### config.mk
export PLATFORM = sky130hd
export DESIGN_NAME = cnn_layer_accel_weight_seq_reader
export DESIGN_NICKNAME = d
export VERILOG_FILES = /design/src/rtl/cnn_layer_accel_weight_seq_reader.sv
export SDC_FILE = /design/constraint.sdc
export NUM_CORES = 1
export LEC_CHECK = 0
export ABC_CLOCK_PERIOD_IN_PS = 3700
export CORE_UTILIZATION = 51
export DETAILED_ROUTE_END_ITERATION = 8
export GPL_TIMING_DRIVEN = 0
export PLACE_DENSITY = 0.81
export SETUP_SLACK_MARGIN = 0.1
export SYNTH_ARGS = -nofsm -noshare
export SYNTH_HDL_FRONTEND = slang
export SYNTH_SLANG_ARGS = --single-unit
export TNS_END_PERCENT = 20
### constraint.sdc
create_clock -name clk -period 3.7 [get_ports clk]
set_clock_uncertainty 0.05 [all_clocks]
set_input_delay 0.74 -clock clk [delete_from_list [all_inputs] [get_ports clk]]
set_output_delay 0.74 -clock clk [all_outputs]
set_load 0.03 [all_outputs]
### src/rtl/cnn_layer_accel_weight_seq_reader.sv
// Read sequencer for the AWE weight-sequence tables: it issues table reads and streams the
// returned word pairs through a 3-entry valid/ready FIFO.
module cnn_layer_accel_weight_seq_reader #(
  parameter int unsigned C_RDADDR_WIDTH   = 5,
  parameter int unsigned C_SEQ_DOUT_WIDTH = 16,
  parameter int unsigned C_PASS_WIDTH     = 8
) (
  input  logic                        clk,
  input  logic                        rst,
  input  logic                        start,
  input  logic [C_RDADDR_WIDTH-1:0]   cfg_start_addr,
  input  logic [C_RDADDR_WIDTH:0]     cfg_num_values,
  input  logic [C_PASS_WIDTH-1:0]     cfg_num_passes,
  output logic [C_RDADDR_WIDTH-1:0]   rdAddr,
  output logic                        rden,
  input  logic [C_SEQ_DOUT_WIDTH-1:0] seq_dout0,
  input  logic [C_SEQ_DOUT_WIDTH-1:0] seq_dout1,
  output logic                        seq_valid,
  input  logic                        seq_ready,
  output logic [C_SEQ_DOUT_WIDTH-1:0] seq_data0,
  output logic [C_SEQ_DOUT_WIDTH-1:0] seq_data1,
  output logic                        seq_last_val,
  output logic                        seq_last,
  output logic                        busy,
  output logic                        done
);

  localparam int unsigned AW = C_RDADDR_WIDTH;
  localparam int unsigned DW = C_SEQ_DOUT_WIDTH;
  localparam int unsigned PW = C_PASS_WIDTH;

  typedef enum logic [1:0] {StIdle, StIssue, StDrain, StDone} state_e;

  state_e        r_state, w_state_d;
  logic [AW-1:0] r_addr, r_start_addr;
  logic [AW:0]   r_val_cnt, r_num_values;
  logic [PW-1:0] r_pass_cnt, r_num_passes;
  logic          r_in_flight, r_fl_last_val, r_fl_last;

  logic [DW-1:0] r_d0 [0:2];
  logic [DW-1:0] r_d1 [0:2];
  logic          r_lv [0:2];
  logic          r_l  [0:2];
  logic [1:0]    r_wr_ptr, r_rd_ptr, r_count;

  logic       w_cfg_zero, w_issue, w_last_val_idx, w_last_pass, w_issue_last;
  logic       w_push, w_pop;
  logic [1:0] w_occ, w_count_d, w_wr_ptr_inc, w_rd_ptr_inc;

  assign w_cfg_zero     = (cfg_num_values == '0) || (cfg_num_passes == '0);
  // Reserve a slot for every read still in the table pipeline so the FIFO never overflows.
  assign w_occ          = r_count + {1'b0, r_in_flight};
  assign w_issue        = (r_state == StIssue) && (w_occ < 2'd3);
  assign w_last_val_idx = (r_val_cnt == r_num_values - 1'b1);
  assign w_last_pass    = (r_pass_cnt == r_num_passes - 1'b1);
  assign w_issue_last   = w_issue && w_last_val_idx && w_last_pass;
  assign w_push         = r_in_flight;
  assign w_pop          = (r_count != 2'd0) && seq_ready;
  assign w_wr_ptr_inc   = (r_wr_ptr == 2'd2) ? 2'd0 : r_wr_ptr + 2'd1;
  assign w_rd_ptr_inc   = (r_rd_ptr == 2'd2) ? 2'd0 : r_rd_ptr + 2'd1;

  always_comb begin
    w_count_d = r_count;
    if (w_push && !w_pop) begin
      w_count_d = r_count + 2'd1;
    end else if (!w_push && w_pop) begin
      w_count_d = r_count - 2'd1;
    end
  end

  always_comb begin
    w_state_d = r_state;
    case (r_state)
      StIdle:  if (start) w_state_d = w_cfg_zero ? StDone : StIssue;
      StIssue: if (w_issue_last) w_state_d = StDrain;
      StDrain: if (w_count_d == 2'd0) w_state_d = StDone;
      StDone:  w_state_d = StIdle;
      default: w_state_d = StIdle;
    endcase
  end

  always_ff @(posedge clk) begin
    if (!rst) begin
      r_state <= StIdle;
    end else begin
      r_state <= w_state_d;
    end
  end

  always_ff @(posedge clk) begin
    if (!rst) begin
      r_addr        <= '0;
      r_start_addr  <= '0;
      r_val_cnt     <= '0;
      r_num_values  <= '0;
      r_pass_cnt    <= '0;
      r_num_passes  <= '0;
      r_in_flight   <= 1'b0;
      r_fl_last_val <= 1'b0;
      r_fl_last     <= 1'b0;
      r_wr_ptr      <= '0;
      r_rd_ptr      <= '0;
      r_count       <= '0;
      for (int i = 0; i < 3; i++) begin
        r_d0[i] <= '0;
        r_d1[i] <= '0;
        r_lv[i] <= 1'b0;
        r_l[i]  <= 1'b0;
      end
    end else begin
      r_in_flight   <= w_issue;
      r_fl_last_val <= w_issue && w_last_val_idx;
      r_fl_last     <= w_issue_last;

      if (r_state == StIdle && start && !w_cfg_zero) begin
        r_start_addr <= cfg_start_addr;
        r_num_values <= cfg_num_values;
        r_num_passes <= cfg_num_passes;
        r_addr       <= cfg_start_addr;
        r_val_cnt    <= '0;
        r_pass_cnt   <= '0;
      end else if (w_issue) begin
        if (w_last_val_idx) begin
          r_val_cnt  <= '0;
          r_pass_cnt <= r_pass_cnt + 1'b1;
          r_addr     <= r_start_addr;
        end else begin
          r_val_cnt <= r_val_cnt + 1'b1;
          r_addr    <= r_addr + 1'b1;
        end
      end

      if (w_push) begin
        r_d0[r_wr_ptr] <= seq_dout0;
        r_d1[r_wr_ptr] <= seq_dout1;
        r_lv[r_wr_ptr] <= r_fl_last_val;
        r_l[r_wr_ptr]  <= r_fl_last;
        r_wr_ptr       <= w_wr_ptr_inc;
      end
      if (w_pop) begin
        r_rd_ptr <= w_rd_ptr_inc;
      end
      r_count <= w_count_d;
    end
  end

  assign rdAddr       = r_addr;
  assign rden         = w_issue;
  assign seq_valid    = (r_count != 2'd0);
  assign seq_data0    = r_d0[r_rd_ptr];
  assign seq_data1    = r_d1[r_rd_ptr];
  assign seq_last_val = r_lv[r_rd_ptr];
  assign seq_last     = r_l[r_rd_ptr];
  assign busy         = (r_state == StIssue) || (r_state == StDrain);
  assign done         = (r_state == StDone);

endmodule

# [Yosys cells after proc, flatten, opt, wreduce, memory -nomap -nowiden]
# Memory sizes are Yosys's and may differ from the RTL's. A register that Yosys moved wholly into a read port is not among the register bits.
# Index checks and enable logic that the tools add are counted.
[word_totals] register_bits=49 romBits=0 ramBits=102 inputBits=55 memories=4 latchBits=0 out_inout_bits=43
[memory_table] name="r_d0" depth=3 word_bits=16 rd=1 rd_clocked_by_memory_dff=1 wr=3 line_no="40" source="logic [DW-1:0] r_d0 [0:2];"
[memory_table] name="r_d1" depth=3 word_bits=16 rd=1 rd_clocked_by_memory_dff=1 wr=3 line_no="41" source="logic [DW-1:0] r_d1 [0:2];"
[memory_table] name="r_l" depth=3 word_bits=1 rd=1 rd_clocked_by_memory_dff=1 wr=3 line_no="43" source="logic r_l [0:2];"
[memory_table] name="r_lv" depth=3 word_bits=1 rd=1 rd_clocked_by_memory_dff=1 wr=3 line_no="42" source="logic r_lv [0:2];"
[classes] addsub=10 bitwise=1 n_div=0 muxes=37 n_shift=0 n_lt_le_gt_ge=1 eq_ne=10 n_reduce_logical=26 n_mul=0
[ops] op="2-bit two-way mux" n=20
[ops] op="16-bit two-way mux" n=2
[ops] op="16-bit OR reduction" n=2
[ops] op="5-bit two-way mux" n=3
[ops] op="1-bit two-way mux" n=10
[ops] op="8-bit by 1-bit adder with 8-bit output (second input constant)" n=1
[ops] op="2-bit == test (second input constant)" n=4
[ops] op="8-bit == test" n=1
[ops] op="1-bit logical AND" n=8
[ops] op="8-bit zero test" n=1
[ops] op="2-bit case mux with 4 select lines" n=1
[ops] op="8-bit by 1-bit subtractor with 8-bit output (second input constant)" n=1
[ops] op="2-bit by 1-bit adder with 2-bit output (second input constant)" n=3
[ops] op="6-bit by 1-bit adder with 6-bit output (second input constant)" n=1
[ops] op="6-bit == test" n=1
[ops] op="6-bit zero test" n=1
[ops] op="6-bit two-way mux" n=1
[ops] op="2-bit inequality test (second input constant)" n=3
[ops] op="6-bit by 1-bit subtractor with 6-bit output (second input constant)" n=1
[ops] op="5-bit by 1-bit adder with 5-bit output (second input constant)" n=1
[ops] op="2-bit zero test" n=2
[ops] op="2-bit nonzero test" n=2
[ops] op="1-bit zero test" n=3
[ops] op="3-bit AND reduction" n=1
[ops] op="9 further kinds" n=11

# [Depth between registers and ports, before layout]
[logic_depth] ltp_word=8 ltp_mapped=9 mapped_depth_nobuf=8

# [Worst setup path before layout]
# OpenSTA, ideal clock, no wires.
[synth_timing] path_type="input-to-reg" startpoint="input port rst" endpoint="memory r_d0[1][0] (netlist bit) (enable)" n_path_buf=1 slack_ns=-0.272 t_required_ns=3.184 setup_time_ns=0.466 stages=3 arrival_time_ns=3.457 cell_sequence="clkbuf_1 -> nand3_1 -> o21ai_0"
[synth_rtl] element="start: declaration" line_no="9" source="input logic rst,"
[synth_rtl] element="end: declaration" line_no="40"

==> results.rst <==
.. list-table::
   :header-rows: 1

   * - Metric
     - Value
   * - Run status
     - complete, no violations
   * - Overall routing resource usage
     - 0.226
   * - Initial antenna violation count
     - 0
   * - Antenna Nets Post-Route
     - 0
   * - Area delta synth->final
     - 23.1%
   * - CP max FO
     - 10
   * - Maximum Capacitance Violations
     - 0
   * - Cell internal pwr
     - 4130 µW
   * - Static leakage power
     - 0.00366 µW
   * - Fraction of power spent switching nets
     - 0.315
   * - ANT cells
     - 0
   * - VDD IR-drop max
     - 0.415 mV
   * - Setup tns final
     - 0 ns
   * - Synthesized area per cell
     - 13.0 µm²
   * - Tightest slew margin relative to the limit
     - 0.110
   * - Total area of multi-input combinational cells
     - 3140 µm²
   * - Number of global-route vias before repair
     - 5724
   * - Source-to-sink clock delay at the later pin of the worst-skew pair
     - 0.43 ns
   * - Total of flip-flops plus latches after synthesis
     - 187
   * - Gate Count Post-Synth
     - 641
   * - Number of CTS-inserted buffers
     - 17
   * - CTS tree
     - done
   * - Highest Clock Rate
     - 289 MHz
   * - Port bufs
     - 96
   * - Count of placed standard cells including taps
     - 957
   * - Post-DP Area
     - 9720 µm²
   * - Period utilisation layout
     - 0.935
   * - Depth of the CTS H-tree
     - 4
   * - Weighted congestion reported at the end of routability-driven placement
     - 0.878
   * - DRC
     - 0
   * - Root Driver
     - sky130_fd_sc_hd__clkbuf_16
   * - Io pins
     - 98
   * - Final non-filler cell total
     - 989
   * - Sequential share of the synthesized area
     - 0.604
   * - Unrepaired setup endpoints after global routing
     - true
   * - Number of filler instances in the final layout
     - 1198
   * - Data arrival time of the critical path
     - 2.67 ns
   * - Total area of sequential cells
     - 5040 µm²
   * - Global-route wire length before repair
     - 28400 µm
   * - Most common flop cell mapped by yosys
     - sky130_fd_sc_hd__edfxtp_1
   * - Die Height
     - 130 µm
   * - WL per Instance
     - 18.0 µm
   * - Routed vias
     - 5505
   * - Layout Utilization
     - 0.645
   * - Pwr per Cell Area
     - 585 nW/µm²
   * - Share of flip-flops with an asynchronous set or reset after synthesis
     - 0
   * - Die width
     - 130 µm
   * - Sequential fraction of design power
     - 0.421
   * - Logic gate share of total power
     - 0.291
   * - Number of DRC violations after detailed-routing iteration 0
     - 361
   * - Worst Tran Pin Value
     - 1.32 ns
   * - Total length of routed wires
     - 17800 µm
   * - Clock share of power
     - 0.288
   * - Worst min-delay path class
     - reg -> reg
   * - Final period demand of the worst path
     - 3.46 ns
   * - Sum of net half-perimeters after detailed placement
     - 12300 µm
   * - Clock Sink Count
     - 187
   * - Initial core utilization
     - 0.524
   * - Fraction of layout cells with a size suffix above 1
     - 0.114
   * - Final slew viol count
     - 0
   * - Most common cell after layout, fill and taps aside
     - sky130_fd_sc_hd__edfxtp_1
   * - NetSw
     - 1890 µW
   * - Total global routing overflow
     - 0
   * - Number of hold buffers added after CTS
     - 0
   * - Final setup vio count
     - 0
   * - Area of the core region
     - 15900 µm²
   * - Leading cell types in the layout, fill and taps excluded
     - sky130_fd_sc_hd__edfxtp_1 (130), sky130_fd_sc_hd__and2_1 (100), sky130_fd_sc_hd__clkdlybuf4s50_1 (96), sky130_fd_sc_hd__nor2_1 (58), sky130_fd_sc_hd__dfxtp_1 (57)
   * - Final net count
     - 827
   * - TritonRoute pass-1 iters
     - 7
   * - Pin count of the biggest net entering global routing
     - 30
   * - Area of the die
     - 16900 µm²
   * - CTS max path bufs
     - 2
   * - Avg Vias per Cell
     - 5.57
   * - Post-CTS setup-driven buffer insertion count
     - 0
   * - Worst setup path class
     - reg -> out
   * - Total standard cell area after synthesis
     - 8360 µm²
   * - Number of nets in the synthesized netlist
     - 708
   * - Finished layout cell area
     - 10300 µm²
   * - Worst setup SP type
     - flop
   * - CP Data Required Time
     - 2.91 ns
   * - EDFF count, synth
     - 130
   * - Clock slew at the register clock pins of the worst setup and hold paths
     - 0.07 ns
   * - Crit. End Element
     - primary output
   * - Number of failing hold endpoints at the final stage
     - 0
   * - Number of library cell types mapped by synthesis
     - 53
   * - Synth Warn #
     - 0
   * - Std-Cell Rows
     - 46
power groups by stage:
stage | combinational (µW) | clock, µW | sequential [µW]
5_1_grt | 1890 | 1840 | 2560
4_1_cts | 1750 | 1760 | 2530
3_3_place_gp | 1680 | 0 | 2560
6_report | 1750 | 1730 | 2530
3_5_place_dp | 1740 | 0 | 2580
2_1_floorplan | 1140 | 0 | 2580
Yosys cell counts, types with 6 or more instances:
cell type | count | share of area
sky130_fd_sc_hd__nor3_1 | 8 | 0.0048
sky130_fd_sc_hd__mux4_2 | 34 | 0.092
sky130_fd_sc_hd__nand2b_1 | 7 | 0.0052
sky130_fd_sc_hd__nor4_1 | 6 | 0.0045
sky130_fd_sc_hd__and2_1 | 100 | 0.075
sky130_fd_sc_hd__nor2_1 | 59 | 0.026
sky130_fd_sc_hd__inv_1 | 15 | 0.0067
sky130_fd_sc_hd__edfxtp_1 | 130 | 0.47
sky130_fd_sc_hd__ha_1 | 12 | 0.018
sky130_fd_sc_hd__dfxtp_1 | 57 | 0.14
sky130_fd_sc_hd__clkbuf_1 | 29 | 0.013
sky130_fd_sc_hd__mux2i_1 | 17 | 0.020
sky130_fd_sc_hd__xnor2_1 | 15 | 0.016
sky130_fd_sc_hd__nand3_1 | 13 | 0.0078
sky130_fd_sc_hd__o21ai_0 | 15 | 0.0090
sky130_fd_sc_hd__a21oi_1 | 17 | 0.010
sky130_fd_sc_hd__xor2_1 | 13 | 0.014
sky130_fd_sc_hd__nand2_1 | 32 | 0.014
final cells by class:
cell class / instances / area share
buffer: 35 / 0.0142
tap: 216 / 0.0263
timing repair buffer: 100 / 0.103
sequential: 187 / 0.491
clock inverter: 15 / 0.0131
clock buffer: 17 / 0.0414
inverter: 15 / 0.00547
multi-input combinational: 404 / 0.306
per-stage QoR:
stage	setup WS, ns	power (µW)	hold WS (ns)
5_1_grt	0.0925	6280	0.455
6_report	0.239	6020	0.430
4_1_cts	0.0967	6040	0.424
3_3_place_gp	-0.753	4240	0.400
2_1_floorplan	0.589	3720	0.392
3_5_place_dp	0.211	4320	0.418
worst max-delay path, stage by stage (launching register included):
cell and delay (ns):
sky130_fd_sc_hd__dfxtp_1 0.30, sky130_fd_sc_hd__clkbuf_1 0.34, sky130_fd_sc_hd__clkbuf_1 0.56, sky130_fd_sc_hd__mux4_2 0.43
sky130_fd_sc_hd__clkdlybuf4s50_1 0.62
registers in the layout (all words and copies together), names as in the netlist, 4 cells and up, named ones only:
register,cells
r_num_values,6
r_d1,64
r_val_cnt,6
r_d0,64
r_lv,4
r_num_passes,8
r_start_addr,5
r_l,4
rdAddr,5
r_pass_cnt,8
cells by family after synthesis:
family	count (synthesis)	synth area share
mux	53	0.115
compound gates	62	0.0494
xor+xnor	28	0.0293
flops	187	0.604
fa+ha+maj	12	0.0180
buf+inv	50	0.0232
simple gates	249	0.162
routing by layer:
| metal | wire length [µm] | up-vias | global-route usage |
|---|---|---|---|
| li1 | - | 2579 | - |
| met1 | 7230 | 2695 | 0.264 |
| met2 | 9260 | 202 | 0.402 |
| met3 | 1080 | 29 | 0.0541 |
| met4 | 279 | 0 | 0.0862 |
| met5 | 0 | - | 0 |
what timing repair did:
| action | in CTS | in global routing |
|---|---|---|
| endpoints found under the setup margin | 31 | 30 |
| gates resized for setup | 13 | 5 |
| pin swaps | 0 | 0 |
path summary, 6_finish.rpt:
kind         cells past startpoint                    from  slack, ns                  endpoint
max                              4                    flop       0.24             seq_data1[11]
min                              2          r_l[0]$_DFF_P_       0.43            r_l[0]$_DFF_P_
max reg2reg                      5  r_in_flight$_SDFF_PN0_       0.80  r_d1[2][0]$_SDFFCE_PN0P_
min reg2reg                      2          r_l[0]$_DFF_P_       0.43            r_l[0]$_DFF_P_
Power figures use the tool's default switching activity.
